## src/rtl/cu_array.sv

```systemverilog
// cu_array: row of LANES signed multiply-accumulate lanes with per-lane
// micro-ops (NOP/MAC/BIAS/OUT) and fused output requantisation (arithmetic
// right shift, optional ReLU, saturation to DATA_W). There is a valid/ready
// handshake on the input beat and on the result beat.
//
// Ports:
//   clk, rst      - single clock, synchronous active-high reset
//   flush         - synchronous clear of accumulators, flags, pending result
//   in_valid/in_ready - input beat handshake
//   op            - 2 bits per lane: 00 NOP, 01 MAC, 10 BIAS, 11 OUT
//   x, w          - per-lane signed operands (x is the bias value for BIAS)
//   relu_en       - clamp negative results to zero on OUT lanes
//   out_valid/out_ready - result beat handshake
//   out_data      - per-lane signed result
//   out_mask      - lanes carrying a result in this beat
//   out_sat       - lane result was clipped to DATA_W
//   acc_ovf       - sticky per-lane accumulator saturation flag
module cu_array #(
  parameter int LANES  = 8,
  parameter int DATA_W = 8,
  parameter int ACC_W  = 24,
  parameter int SHIFT  = 0
) (
  input  logic                      clk,
  input  logic                      rst,
  input  logic                      flush,
  input  logic                      in_valid,
  output logic                      in_ready,
  input  logic [2*LANES-1:0]        op,
  input  logic [LANES*DATA_W-1:0]   x,
  input  logic [LANES*DATA_W-1:0]   w,
  input  logic                      relu_en,
  output logic                      out_valid,
  input  logic                      out_ready,
  output logic [LANES*DATA_W-1:0]   out_data,
  output logic [LANES-1:0]          out_mask,
  output logic [LANES-1:0]          out_sat,
  output logic [LANES-1:0]          acc_ovf
);

  typedef enum logic [1:0] {
    OP_NOP  = 2'b00,
    OP_MAC  = 2'b01,
    OP_BIAS = 2'b10,
    OP_OUT  = 2'b11
  } op_e;

  logic [LANES*ACC_W-1:0]  acc;
  logic [LANES*ACC_W-1:0]  acc_next;
  logic [LANES*DATA_W-1:0] lane_out;
  logic [LANES-1:0]        is_out;
  logic [LANES-1:0]        res_sat;
  logic [LANES-1:0]        ovf_hit;
  logic                    accept;
  logic                    any_out;

  assign in_ready = !rst && !flush && (!out_valid || out_ready);
  assign accept   = in_valid && in_ready;
  assign any_out  = |is_out;

  for (genvar g = 0; g < LANES; g++) begin : lane
    op_e                      lop;
    logic signed [DATA_W-1:0] xi;
    logic signed [DATA_W-1:0] wi;
    logic signed [2*DATA_W-1:0] prod;
    logic signed [ACC_W-1:0]  acc_cur;
    logic signed [ACC_W:0]    sum;
    logic                     clip_acc;
    logic signed [ACC_W-1:0]  s;
    logic signed [ACC_W-1:0]  r;
    logic signed [ACC_W-1:0]  rl;
    logic [ACC_W-DATA_W:0]    hi;
    logic                     fits;
    logic [DATA_W-1:0]        res;
    logic [ACC_W-1:0]         bias;

    assign lop     = op_e'(op[2*g +: 2]);
    assign xi      = x[g*DATA_W +: DATA_W];
    assign wi      = w[g*DATA_W +: DATA_W];
    assign acc_cur = acc[g*ACC_W +: ACC_W];

    // Operands widened first so the product is the full 2*DATA_W value.
    assign prod = $signed({{DATA_W{xi[DATA_W-1]}}, xi}) *
                  $signed({{DATA_W{wi[DATA_W-1]}}, wi});

    assign sum = {acc_cur[ACC_W-1], acc_cur} +
                 {{(ACC_W+1-2*DATA_W){prod[2*DATA_W-1]}}, prod};

    // Overflow of the ACC_W+1 sum shows up as the top two bits disagreeing.
    assign clip_acc = sum[ACC_W] ^ sum[ACC_W-1];
    assign s = clip_acc ? {sum[ACC_W], {(ACC_W-1){~sum[ACC_W]}}}
                        : sum[ACC_W-1:0];

    assign r  = s >>> SHIFT;
    assign rl = (relu_en && r[ACC_W-1]) ? '0 : r;

    // Result fits DATA_W when all bits from the DATA_W sign bit up agree.
    assign hi   = rl[ACC_W-1:DATA_W-1];
    assign fits = (hi == '0) || (hi == '1);
    assign res  = fits ? rl[DATA_W-1:0]
                       : {rl[ACC_W-1], {(DATA_W-1){~rl[ACC_W-1]}}};

    // Bias is pre-scaled so it lands in output scale after the final shift.
    assign bias = {{(ACC_W-DATA_W){xi[DATA_W-1]}}, xi} << SHIFT;

    assign is_out[g]  = (lop == OP_OUT);
    assign res_sat[g] = is_out[g] && !fits;
    assign ovf_hit[g] = ((lop == OP_MAC) || (lop == OP_OUT)) && clip_acc;
    assign lane_out[g*DATA_W +: DATA_W] = is_out[g] ? res : '0;

    assign acc_next[g*ACC_W +: ACC_W] =
      (lop == OP_MAC)  ? s    :
      (lop == OP_BIAS) ? bias :
      (lop == OP_OUT)  ? '0   : acc_cur;
  end

  always_ff @(posedge clk) begin
    if (rst) begin
      acc       <= '0;
      acc_ovf   <= '0;
      out_valid <= 1'b0;
      out_data  <= '0;
      out_mask  <= '0;
      out_sat   <= '0;
    end else if (flush) begin
      acc       <= '0;
      acc_ovf   <= '0;
      out_valid <= 1'b0;
      out_mask  <= '0;
      out_sat   <= '0;
    end else begin
      if (accept) begin
        acc     <= acc_next;
        acc_ovf <= acc_ovf | ovf_hit;
      end
      // A new OUT beat can only be accepted when the old result is free or
      // consumed this cycle, so loading here covers the no-bubble reload.
      if (accept && any_out) begin
        out_valid <= 1'b1;
        out_data  <= lane_out;
        out_mask  <= is_out;
        out_sat   <= res_sat;
      end else if (out_valid && out_ready) begin
        out_valid <= 1'b0;
      end
    end
  end

endmodule

```

## config.mk

```make
export PLATFORM = sky130hd
export DESIGN_NAME = cu_array
export DESIGN_NICKNAME = d
export VERILOG_FILES = /design/src/rtl/cu_array.sv
export SDC_FILE = /design/constraint.sdc
export NUM_CORES = 2
export LEC_CHECK = 0
export BUFFER_PORTS_ARGS = -buffer_cell sky130_fd_sc_hd__buf_2
export CORE_MARGIN = 3
export CORE_UTILIZATION = 49
export CTS_CLUSTER_SIZE = 12
export DETAILED_ROUTE_END_ITERATION = 8
export PLACE_DENSITY_LB_ADDON = 0.12
export SLEW_MARGIN = 20
export SYNTH_ARGS = -nofsm -noshare
export SYNTH_HDL_FRONTEND = slang
export SYNTH_SLANG_ARGS = --single-unit
```

## constraint.sdc

```tcl
create_clock -name clk -period 9.7 [get_ports clk]
set_input_delay 0.97 -clock clk [delete_from_list [all_inputs] [get_ports clk]]
set_output_delay 0.97 -clock clk [all_outputs]
set_load 0.03 [all_outputs]
```

==> flow_summary.toml <==
[clocking]
post_cts_buffers = 0
cts_tree = "done"
clk_latency_ns = 0.60
holdBufCountCts = 0
post_cts_resized = 0
clk_pin_slew_ns = 0.06
cts_sinks = 281
cts_root_buf = "clkbuf_16"
numCtsBuffers = 44
htreeDepth = 2
clock_path_buffers = 3

[outcome]
status = "finished, final reports clean"

[floorplanning]
start_util = 0.4959
dieWidth_um = 319.3
fp.coreArea_mm2 = 0.09699
die-area_mm2 = 0.1019
boundaryPins = 240
die_h_um = 319.3
rows = 114

[yosys]
netlist_area_mm2 = 0.04810
post_synth.cell_area_avg_um2 = 9.154
yosys_most_used_dff = "dfxtp_1"
synth_edf_count = 0
synth_top_area_cell = "fa_1"
synth_cell_types = 99
synth.top_cell.area_share = 0.3596
syn_nets = 6716
synth_cells = 5254
synth_area_leaders = "fa_1, dfxtp_1, ha_1, inv_1, and2_1"
ys_seq_area_frac = 0.1170
async_flop_share = 0
yosys_warnings = 0
ys_seq_elements = 281

[sta]
maxSlewViolCount = 0
clock-skew-final_ns = 0.02502
finalCritPeriodShare = 0.7757
setup_viol = 0
layout_min_cycle_time_ns = 7.525
rsz0062_at_grt = "false"
fmax_mhz = 132.9
hold_viol_final = 0
relSlewSlack = 0.2819
tightest_slew_ns = 1.077
holdWs_ns = 0.4443
tns_ns = 0

[global_route]
grt_pass1_vias = 39306
grt_max_degree = 73
grt_pass1_wl_um = 213900
grtUsageTotal = 0.2589
grt_overflow = 0
grt_antenna_before_repair = 10

[final_layout]
final_common_cell = "fa_1"
fin_nets = 6833
drive_gt1_frac = 0.08840
layout_common_cells = "fa_1, inv_1, ha_1, nand2_1, a21oi_1"
fillers = 9059
design_area_mm2 = 0.05213
syn_to_final_growth_pct = 8.382

[drt]
ant_nets = 0
via_per_inst = 5.620
drc = 0
wl_met3_um = 6126
dr.max_layer_used = "met5"
wl_met2_um = 62070
vias = 37584
drtIter0Drc = 2302
routedWlPerCell_um = 19.34
routed_wl_um = 129300
first_pass_iters = 5
wl_met1_um = 58100

[worst_hold_path]
hold_path_class = "flip-flop to flip-flop"

[place]
portBuffers = 239
postPlaceCellArea_mm2 = 0.05043
hpwl_um = 104900
place.gp.congestion = 0.8913

[worst_setup_path]
critical_path_class = "primary input to flip-flop"
startpoint_type = "primary input"
end_kind = "flip-flop"
arrival_ns = 8.01
required_ns = 10.19
critPathMaxFanout = 16
regToRegSetupSlack_ns = 2.92

[run]
cap_violations = 0
-- kinds of logic after synthesis --
kind of cell	synth area share
and+or+nand+nor	0.1357
adders and majority gates	0.4818
AOI/OAI and AO/OA	0.1568
buffers and inverters	0.07614
DFF	0.1170
xor gates and xnor gates	0.03114
muxes	0.001483
-- flip-flops by register name, indices dropped and copies added (netlist names) --
register / cells
out_data: 64
out_mask: 8
out_valid: 1
out_sat: 8
acc_ovf: 8
acc: 192
-- path summary, 6_finish.rpt --
check / startpoint / end / cells past startpoint
worst min register to register: acc_ovf[3] / acc_ovf[3] / 2
worst min-delay path: acc_ovf[3] / acc_ovf[3] / 2
worst max register to register: acc[174] / out_data[58] / 20
worst max-delay path: x[15] / out_data[14] / 18
-- metal layers --
layer	global-route usage	vias to the layer above
met4	0.06110	6
li1	-	17697
met3	0.03262	158
met2	0.4329	889
met5	0	-
met1	0.3596	18834
-- critical path, stage by stage --
cell and delay, ns:
buf_2 0.20, and2_1 0.87, fa_1 0.58, fa_1 0.49
fa_1 0.56, fa_1 0.42, ha_1 0.29, ha_1 0.34
a21o_1 0.20, a31oi_1 0.29, a2111oi_1 0.18, o21a_1 0.25
o22ai_1 0.33, xor2_1 0.84, nand2_1 0.19, o41ai_2 0.49
nor2_1 0.21, a221o_1 0.29
-- Yosys cell counts, types with 9 or more instances --
library cell and n:
nor3_1 43, o22ai_1 14, o21ai_0 291, o21a_1 37, o21bai_1 25, a211oi_1 53
a221oi_1 11, and3_1 27, nor2_1 315, clkbuf_1 189, a221o_1 19, nand2_1 426
or3_1 23, inv_1 755, nor2b_1 27, clkinv_1 10, o211ai_1 29, a31oi_1 29
nand2b_1 31, a22oi_1 28, fa_1 864, o221a_2 60, or2_2 15, xor2_1 64
a22o_1 20, dfxtp_1 281, ha_1 448, o31ai_1 16, nand4_1 38, a21oi_1 317
a21o_1 63, buf_2 13, and2_1 267, maj3_1 27, xnor2_1 107, o21ai_1 17
a211o_1 10, or4_1 9, nor4_1 18, nand3_1 56
-- metrics by stage --
stage / std cells / setup slack, ns / util
2_1_floorplan: 5254 / 2.359 / -
5_1_grt: 6686 / 1.802 / 0.5374
6_report: 6687 / 2.175 / 0.5374
4_1_cts: 6683 / 2.285 / 0.5372
3_5_place_dp: 6601 / 1.629 / 0.5200
3_3_place_gp: 6601 / 1.727 / 0.5199
-- area by class of cell --
class | count | area, µm² | area share
Antenna cell | 4 | 10.01 | 0.0001920
Inverter | 765 | 2872 | 0.05509
Clock inverter | 26 | 410.4 | 0.007873
Tap cell | 1276 | 1597 | 0.03063
Sequential cell | 281 | 5625 | 0.1079
Multi-Input combinational cell | 4002 | 38870 | 0.7458
Timing Repair Buffer | 277 | 1481 | 0.02842
Clock buffer | 56 | 1257 | 0.02412
Power is left out: the tool's default activity adds up to more than one toggle a clock period on the data nets, which glitch-free logic cannot reach.
